==> src/rtl/axil_arbiter_2x1.sv <==
// Two-requester AXI-Lite arbiter; independent round-robin write and read paths, one outstanding txn each.
// Latency: request seen in IDLE at cycle N -> m_*valid at N+1; response handshake at M -> re-arbitrates at M+1.
// Backpressure: ready/valid passed straight through to the granted requester; the other requester sees all zeros.
module axil_arbiter_2x1 #(
  parameter int ADDR_WIDTH = 24,
  parameter int DATA_WIDTH = 32
) (
  input  logic                      clk,
  input  logic                      rst,
  // requester 0
  input  logic [ADDR_WIDTH-1:0]     s0_awaddr,
  input  logic [2:0]                s0_awprot,
  input  logic                      s0_awvalid,
  output logic                      s0_awready,
  input  logic [DATA_WIDTH-1:0]     s0_wdata,
  input  logic [DATA_WIDTH/8-1:0]   s0_wstrb,
  input  logic                      s0_wvalid,
  output logic                      s0_wready,
  output logic [1:0]                s0_bresp,
  output logic                      s0_bvalid,
  input  logic                      s0_bready,
  input  logic [ADDR_WIDTH-1:0]     s0_araddr,
  input  logic [2:0]                s0_arprot,
  input  logic                      s0_arvalid,
  output logic                      s0_arready,
  output logic [DATA_WIDTH-1:0]     s0_rdata,
  output logic [1:0]                s0_rresp,
  output logic                      s0_rvalid,
  input  logic                      s0_rready,
  // requester 1
  input  logic [ADDR_WIDTH-1:0]     s1_awaddr,
  input  logic [2:0]                s1_awprot,
  input  logic                      s1_awvalid,
  output logic                      s1_awready,
  input  logic [DATA_WIDTH-1:0]     s1_wdata,
  input  logic [DATA_WIDTH/8-1:0]   s1_wstrb,
  input  logic                      s1_wvalid,
  output logic                      s1_wready,
  output logic [1:0]                s1_bresp,
  output logic                      s1_bvalid,
  input  logic                      s1_bready,
  input  logic [ADDR_WIDTH-1:0]     s1_araddr,
  input  logic [2:0]                s1_arprot,
  input  logic                      s1_arvalid,
  output logic                      s1_arready,
  output logic [DATA_WIDTH-1:0]     s1_rdata,
  output logic [1:0]                s1_rresp,
  output logic                      s1_rvalid,
  input  logic                      s1_rready,
  // toward the peripheral interconnect
  output logic [ADDR_WIDTH-1:0]     m_awaddr,
  output logic [2:0]                m_awprot,
  output logic                      m_awvalid,
  input  logic                      m_awready,
  output logic [DATA_WIDTH-1:0]     m_wdata,
  output logic [DATA_WIDTH/8-1:0]   m_wstrb,
  output logic                      m_wvalid,
  input  logic                      m_wready,
  input  logic [1:0]                m_bresp,
  input  logic                      m_bvalid,
  output logic                      m_bready,
  output logic [ADDR_WIDTH-1:0]     m_araddr,
  output logic [2:0]                m_arprot,
  output logic                      m_arvalid,
  input  logic                      m_arready,
  input  logic [DATA_WIDTH-1:0]     m_rdata,
  input  logic [1:0]                m_rresp,
  input  logic                      m_rvalid,
  output logic                      m_rready
);

  typedef enum logic [1:0] {W_IDLE, W_FWD, W_RESP} wr_state_t;
  typedef enum logic [1:0] {R_IDLE, R_FWD, R_RESP} rd_state_t;

  wr_state_t r_wr_state, w_wr_state_nxt;
  logic      r_wr_gnt, w_wr_gnt_nxt;
  logic      r_wr_last, w_wr_last_nxt;
  logic      r_aw_done, w_aw_done_nxt;
  logic      r_w_done, w_w_done_nxt;

  rd_state_t r_rd_state, w_rd_state_nxt;
  logic      r_rd_gnt, w_rd_gnt_nxt;
  logic      r_rd_last, w_rd_last_nxt;

  // A write request is either half of a write; reads only have ar
  logic w_wr_req0, w_wr_req1, w_rd_req0, w_rd_req1;
  logic w_sel_awvalid, w_sel_wvalid, w_sel_bready, w_sel_arvalid, w_sel_rready;
  logic w_aw_hs, w_w_hs;

  assign w_wr_req0 = s0_awvalid | s0_wvalid;
  assign w_wr_req1 = s1_awvalid | s1_wvalid;
  assign w_rd_req0 = s0_arvalid;
  assign w_rd_req1 = s1_arvalid;

  assign w_sel_awvalid = r_wr_gnt ? s1_awvalid : s0_awvalid;
  assign w_sel_wvalid  = r_wr_gnt ? s1_wvalid  : s0_wvalid;
  assign w_sel_bready  = r_wr_gnt ? s1_bready  : s0_bready;
  assign w_sel_arvalid = r_rd_gnt ? s1_arvalid : s0_arvalid;
  assign w_sel_rready  = r_rd_gnt ? s1_rready  : s0_rready;

  // Payload is never modified, only steered by the held grant
  assign m_awaddr = r_wr_gnt ? s1_awaddr : s0_awaddr;
  assign m_awprot = r_wr_gnt ? s1_awprot : s0_awprot;
  assign m_wdata  = r_wr_gnt ? s1_wdata  : s0_wdata;
  assign m_wstrb  = r_wr_gnt ? s1_wstrb  : s0_wstrb;
  assign m_araddr = r_rd_gnt ? s1_araddr : s0_araddr;
  assign m_arprot = r_rd_gnt ? s1_arprot : s0_arprot;

  // State, grant, last-grant pointers and per-channel done flags
  always_ff @(posedge clk) begin
    if (rst) begin
      r_wr_state <= W_IDLE;
      r_wr_gnt   <= 1'b0;
      r_wr_last  <= 1'b1;
      r_aw_done  <= 1'b0;
      r_w_done   <= 1'b0;
      r_rd_state <= R_IDLE;
      r_rd_gnt   <= 1'b0;
      r_rd_last  <= 1'b1;
    end else begin
      r_wr_state <= w_wr_state_nxt;
      r_wr_gnt   <= w_wr_gnt_nxt;
      r_wr_last  <= w_wr_last_nxt;
      r_aw_done  <= w_aw_done_nxt;
      r_w_done   <= w_w_done_nxt;
      r_rd_state <= w_rd_state_nxt;
      r_rd_gnt   <= w_rd_gnt_nxt;
      r_rd_last  <= w_rd_last_nxt;
    end
  end

  // Write path: arbitrate, forward aw/w with per-channel completion, route b back
  always_comb begin
    w_wr_state_nxt = r_wr_state;
    w_wr_gnt_nxt   = r_wr_gnt;
    w_wr_last_nxt  = r_wr_last;
    w_aw_done_nxt  = r_aw_done;
    w_w_done_nxt   = r_w_done;
    m_awvalid  = 1'b0;
    m_wvalid   = 1'b0;
    m_bready   = 1'b0;
    s0_awready = 1'b0;
    s0_wready  = 1'b0;
    s0_bvalid  = 1'b0;
    s0_bresp   = 2'b00;
    s1_awready = 1'b0;
    s1_wready  = 1'b0;
    s1_bvalid  = 1'b0;
    s1_bresp   = 2'b00;
    w_aw_hs    = 1'b0;
    w_w_hs     = 1'b0;
    case (r_wr_state)
      W_IDLE: begin
        if (w_wr_req0 | w_wr_req1) begin
          // On a tie the requester not granted last time wins
          w_wr_gnt_nxt   = (w_wr_req0 & w_wr_req1) ? ~r_wr_last : w_wr_req1;
          w_wr_last_nxt  = w_wr_gnt_nxt;
          w_aw_done_nxt  = 1'b0;
          w_w_done_nxt   = 1'b0;
          w_wr_state_nxt = W_FWD;
        end
      end
      W_FWD: begin
        m_awvalid  = w_sel_awvalid & ~r_aw_done;
        m_wvalid   = w_sel_wvalid & ~r_w_done;
        s0_awready = ~r_wr_gnt & m_awready & ~r_aw_done;
        s0_wready  = ~r_wr_gnt & m_wready & ~r_w_done;
        s1_awready = r_wr_gnt & m_awready & ~r_aw_done;
        s1_wready  = r_wr_gnt & m_wready & ~r_w_done;
        w_aw_hs    = m_awvalid & m_awready;
        w_w_hs     = m_wvalid & m_wready;
        if ((r_aw_done | w_aw_hs) && (r_w_done | w_w_hs)) begin
          w_aw_done_nxt  = 1'b0;
          w_w_done_nxt   = 1'b0;
          w_wr_state_nxt = W_RESP;
        end else begin
          w_aw_done_nxt = r_aw_done | w_aw_hs;
          w_w_done_nxt  = r_w_done | w_w_hs;
        end
      end
      W_RESP: begin
        m_bready = w_sel_bready;
        if (r_wr_gnt) begin
          s1_bvalid = m_bvalid;
          s1_bresp  = m_bresp;
        end else begin
          s0_bvalid = m_bvalid;
          s0_bresp  = m_bresp;
        end
        if (m_bvalid & m_bready) begin
          w_wr_state_nxt = W_IDLE;
        end
      end
      default: w_wr_state_nxt = W_IDLE;
    endcase
    // Outputs are quiet for the whole reset window, not just after the first edge
    if (rst) begin
      m_awvalid  = 1'b0;
      m_wvalid   = 1'b0;
      m_bready   = 1'b0;
      s0_awready = 1'b0;
      s0_wready  = 1'b0;
      s0_bvalid  = 1'b0;
      s0_bresp   = 2'b00;
      s1_awready = 1'b0;
      s1_wready  = 1'b0;
      s1_bvalid  = 1'b0;
      s1_bresp   = 2'b00;
    end
  end

  // Read path: arbitrate, forward ar, route r back
  always_comb begin
    w_rd_state_nxt = r_rd_state;
    w_rd_gnt_nxt   = r_rd_gnt;
    w_rd_last_nxt  = r_rd_last;
    m_arvalid  = 1'b0;
    m_rready   = 1'b0;
    s0_arready = 1'b0;
    s0_rvalid  = 1'b0;
    s0_rdata   = '0;
    s0_rresp   = 2'b00;
    s1_arready = 1'b0;
    s1_rvalid  = 1'b0;
    s1_rdata   = '0;
    s1_rresp   = 2'b00;
    case (r_rd_state)
      R_IDLE: begin
        if (w_rd_req0 | w_rd_req1) begin
          w_rd_gnt_nxt   = (w_rd_req0 & w_rd_req1) ? ~r_rd_last : w_rd_req1;
          w_rd_last_nxt  = w_rd_gnt_nxt;
          w_rd_state_nxt = R_FWD;
        end
      end
      R_FWD: begin
        m_arvalid  = w_sel_arvalid;
        s0_arready = ~r_rd_gnt & m_arready;
        s1_arready = r_rd_gnt & m_arready;
        if (m_arvalid & m_arready) begin
          w_rd_state_nxt = R_RESP;
        end
      end
      R_RESP: begin
        m_rready = w_sel_rready;
        if (r_rd_gnt) begin
          s1_rvalid = m_rvalid;
          s1_rdata  = m_rdata;
          s1_rresp  = m_rresp;
        end else begin
          s0_rvalid = m_rvalid;
          s0_rdata  = m_rdata;
          s0_rresp  = m_rresp;
        end
        if (m_rvalid & m_rready) begin
          w_rd_state_nxt = R_IDLE;
        end
      end
      default: w_rd_state_nxt = R_IDLE;
    endcase
    if (rst) begin
      m_arvalid  = 1'b0;
      m_rready   = 1'b0;
      s0_arready = 1'b0;
      s0_rvalid  = 1'b0;
      s0_rdata   = '0;
      s0_rresp   = 2'b00;
      s1_arready = 1'b0;
      s1_rvalid  = 1'b0;
      s1_rdata   = '0;
      s1_rresp   = 2'b00;
    end
  end

endmodule

==> config.mk <==
export PLATFORM = sky130hd
export DESIGN_NAME = axil_arbiter_2x1
export DESIGN_NICKNAME = d
export VERILOG_FILES = /design/src/rtl/axil_arbiter_2x1.sv
export SDC_FILE = /design/constraint.sdc
export NUM_CORES = 1
export LEC_CHECK = 0
export CORE_AREA = 2 2 161 163
export CTS_BUF_LIST = sky130_fd_sc_hd__clkbuf_4
export CTS_CLUSTER_SIZE = 16
export DETAILED_ROUTE_END_ITERATION = 7
export DIE_AREA = 0 0 163 165
export GPL_TIMING_DRIVEN = 0
export PLACE_DENSITY = 0.46
export SLEW_MARGIN = 10
export SYNTH_ARGS = -nofsm -noshare
export SYNTH_HDL_FRONTEND = slang
export SYNTH_SLANG_ARGS = --single-unit
==> constraint.sdc <==
create_clock -name clk -period 2.1 [get_ports clk]
set_input_delay 0.315 -clock clk [delete_from_list [all_inputs] [get_ports clk]]
set_output_delay 0.315 -clock clk [all_outputs]
set_load 0.02 [all_outputs]
## After elaboration in Yosys (flattened, before gate mapping)

Index checks and enable logic that the tools add are counted.

| cells by class | value |
|---|---|
| eq/ne operators | 10 |
| muxes and demuxes | 78 |
| reductions and logical operators | 9 |
| bitwise operators | 31 |

Operator list:

| cell | count |
|---|---|
| $mux 32 | 7 |
| $mux 24 | 2 |
| $mux 1 | 44 |
| $mux 2 | 18 |
| $and 1x1->1 | 19 |
| $ne 2x2->1 const B | 6 |
| $pmux 2 s3 | 2 |
| $mux 3 | 2 |
| $not 1->1 | 6 |
| $or 1x1->1 | 6 |
| $reduce_and 2->1 | 3 |
| $reduce_and 3->1 | 2 |
| $eq 2x1->1 const B | 2 |
| $eq 2x2->1 const B | 2 |
| $logic_not 2->1 | 2 |
| $mux 4 | 1 |
| $pmux 1 s2 | 2 |
| $reduce_bool 2->1 | 1 |
| $logic_and 1x1->1 | 1 |

| storage, ports and cells | value |
|---|---|
| output and inout port bits | 177 |
| word-level logic and storage cells | 136 |
| register bits after elaboration | 10 |

## Logic depth before layout (Yosys ltp)

| logic depth | value |
|---|---|
| depth after elaboration | 7 |
| mapped depth | 6 |
| mapped depth without buffers | 4 |

## Least setup slack after synthesis

OpenSTA, ideal clock, no wires.

| timing path | value |
|---|---|
| path type | in2out |
| from | input rst |
| to | output m_arvalid |
| data arrival time | 1.426 ns |
| required time | 1.785 ns |
| slack | 0.359 ns |
| path buffers | 2 |
| stages on the path | 3 |
| cells stage by stage | clkbuf_2 > clkbuf_1 > nor4b_1 |

| between the ends | value |
|---|---|
| cells in the longest elaborated chain, start to end | 1 |

RTL lines:

| element | line | text |
|---|---|---|
| start, declared | 9 | `input logic rst,` |
| $mux 1 | 260 | `if (rst) begin` |
| end, declared | 64 | `output logic m_arvalid,` |

No other way between the ends.

## Worst setup path in the final report

| timing path | value |
|---|---|
| from | register r_wr_gnt |
| to | output m_wstrb[3] |

| between the ends | value |
|---|---|
| cells in the longest elaborated chain, start to end | 1 |

RTL lines:

| element | line | text |
|---|---|---|
| start, declared | 76 | `logic r_wr_gnt, w_wr_gnt_nxt;` |
| start signal, assigned | 122 | `r_wr_gnt <= w_wr_gnt_nxt;` |
| $mux 4 | 105 | `assign m_wstrb = r_wr_gnt ? s1_wstrb : s0_wstrb;` |
| end, declared | 56 | `output logic [DATA_WIDTH/8-1:0] m_wstrb,` |

No other way between the ends.

==> results.py <==
metrics = {
    "status": {
        "outcome": "completed",
    },
    "setup_path": {
        "cp-end-kind": "output port",
        "crit_required_ns": 1.78,
        "worstPathMaxFanout": 10,
        "r2r-start": "r_wr_gnt$_SDFFE_PP0P_",
        "setup.worst_path.start": "r_wr_gnt$_SDFFE_PP0P_",
        "worstPathArrival_ns": 1.70,
        "cp-start-kind": "flip-flop",
        "critPathKind": "flip-flop to output port",
    },
    "global_routing": {
        "grt_pass1_vias": 3820,
        "antenna_found_initial": 6,
        "grt_pass1_wl_um": 22000,
        "grt_use_total_pct": 10.6,
        "grt_overflow": 0,
        "grt_max_degree": 11,
    },
    "cts": {
        "htree_levels": 1,
        "clk_pin_slew_ns": 0.07,
        "clock-sinks": 10,
        "clockRootBuffer": "clkbuf_4",
        "cts_max_path_buffers": 2,
        "tritoncts": "yes",
        "numCtsBuffers": 3,
        "clk_latency_ns": 0.27,
    },
    "detailed_routing": {
        "via_per_inst": 3.57,
        "drt-pass1-iter-count": 7,
        "vias": 3644,
        "wl_per_cell_um": 15.5,
        "drc": 0,
        "dr_wl_met3_um": 1530,
        "postRouteAntennaNets": 0,
        "topRoutingLayerUsed": "met5",
        "routed_wl_um": 15800,
        "drt_iter0_drc": 62,
        "wl_met1_um": 5620,
        "dr_wl_met2_um": 8520,
    },
    "job": {
        "maxCapViolations": 0,
    },
    "power": {
        "power_per_cell_area_mw_per_mm2": 245,
        "p_leak_uw": 0.00287,
        "ir_drop_v": 0.0000857,
        "p_total_uw": 1630,
    },
    "sta": {
        "fmax_ghz": 0.497,
        "setup_violations": 0,
        "maxSlewHeadroom_pct": 63.9,
        "finalMaxSlewViolations": 0,
        "fin_crit_sh_pct": 95.7,
        "setup_ws_ns": 0.0897,
        "clock_skew_ns": 0.000199,
        "worstMarginPinSlew_ns": 0.541,
        "hold_viol": 0,
        "holdWs_ns": 0.429,
        "period_needed_ns": 2.01,
        "rsz0062_at_grt": "no",
    },
    "placed_design": {
        "io_buffers": 408,
        "dpl_worst_slack_ns": -0.468,
        "gp_congestion": 0.733,
        "placed_area_mm2": 0.00672,
        "hpwl_um": 14200,
    },
    "worst_hold_path": {
        "min_from": "rst",
        "hold_class": "input pin to flip-flop",
    },
    "logic_synthesis": {
        "netlist_area_mm2": 0.00222,
        "ys.flop_type": "dfxtp_1",
        "ys_ff_latch": 10,
        "syn_area_per_cell_um2": 8.19,
        "syn-num-nets": 504,
        "synth_cell_types": 30,
        "synth.area.top_cells": "mux2_2 (46%), and2_1 (21%), dfxtp_1 (9.0%), buf_2 (2.9%), nor2_1 (2.4%)",
        "yosysTopAreaCellShare_pct": 46.2,
        "yosys_warnings": 0,
        "syn-instance-count": 271,
        "ys_seq_area_share_pct": 9.02,
        "synth_edf_count": 0,
        "synth_area_leader_cell": "mux2_2",
        "async_flop_share_pct": 0,
    },
    "die": {
        "coreArea_mm2": 0.0250,
        "die_h_um": 165,
        "num_rows": 58,
        "die_w_um": 163,
        "start_util_pct": 8.86,
        "die_area_mm2": 0.0269,
        "io_pins": 410,
    },
    "finish": {
        "mostFrequentLayoutCell": "clkdlybuf4s50_1",
        "syn_to_final_growth_pct": 200,
        "final_nets": 920,
        "regArea_um2": 204,
        "drive_gt1_share_pct": 27.1,
        "layout_common_cells": "clkdlybuf4s50_1 (234), dlygate4sd2_1 (113), mux2_2 (91)",
        "final_cell_area_mm2": 0.00666,
        "multi_input_area_mm2": 0.00193,
        "fill_cells": 2802,
    },
}
critical path: stages (launching register included):
cell and delay (ns):
dfxtp_2 0.36, buf_6 0.16, mux2_2 0.35, clkdlybuf4s50_1 0.55
metal layers:
metal / up-vias / track usage [%]
li1: 1779 / -
met1: 1632 / 11.1
met2: 221 / 21.1
met3: 8 / 2.69
met4: 4 / 2.65
met5: - / 0
path summary, 6_finish.rpt:
path	slack [ns]	end	depth (start not counted)
worst max-delay path	0.09	m_wstrb[3]	3
worst min-delay path	0.43	r_aw_done$_SDFFE_PP0P_	2
worst max register to register	0.81	r_wr_state[0]$_SDFFE_PP0P_	4
worst min register to register	0.49	r_wr_state[0]$_SDFFE_PP0P_	1
area by class of cell:
type | count | share of cell area [%]
timing repair buffer | 411 | 57.9
multi-input combinational | 236 | 28.9
tap | 330 | 6.20
buffer | 22 | 3.17
sequential | 10 | 3.06
clock buffer | 3 | 0.338
inverter | 3 | 0.169
antenna | 4 | 0.150
clock inverter | 1 | 0.0564
cells by family after synthesis:
| logic type | Yosys count | synth area share [%] |
|---|---|---|
| AOI/OAI and AO/OA | 16 | 5.30 |
| buffers and inverters | 25 | 5.36 |
| DFF | 10 | 9.02 |
| muxes | 96 | 48.4 |
| and+or+nand+nor | 124 | 31.9 |
power breakdown:
group	internal, uW	switching, uW
registers	204	12.8
clock network	68.7	75.0
logic	754	521
total	1030	608
synthesized netlist by cell type (2+ instances only):
master	count
a22oi_1	2
nand2b_1	3
nor4b_1	2
clkbuf_2	4
nor2_1	14
o32ai_1	2
mux2i_1	5
nor3_1	7
and2_1	74
dfxtp_1	10
nor4_1	2
nand2_1	12
mux2_2	91
and3_1	6
inv_1	3
o21ai_0	4
nor2b_1	2
clkbuf_1	4
buf_2	13
stage by stage:
step | util (%) | setup TNS [ns] | instances
detailed placement | 26.8 | -22.85 | 1009
global placement | 26.8 | -24.14 | 1009
floorplan | - | 0 | 271
CTS | 27.0 | -0.126 | 1014
global route | 26.6 | 0 | 1020
finish | 26.6 | 0 | 1020
registers in the layout, indices dropped and copies added (netlist names):
| signal | cells |
|---|---|
| r_aw_done | 1 |
| r_rd_gnt | 1 |
| r_rd_last | 1 |
| r_rd_state | 2 |
| r_w_done | 1 |
| r_wr_gnt | 1 |
| r_wr_last | 1 |
| r_wr_state | 2 |
timing repair:
item,CTS,global route
pin swaps,1,2
hold buffers,0,0
endpoints found under the setup margin,175,98
setup buffers,1,2
gates resized for setup,315,37
Note: power is estimated with default switching activity, not from simulation.
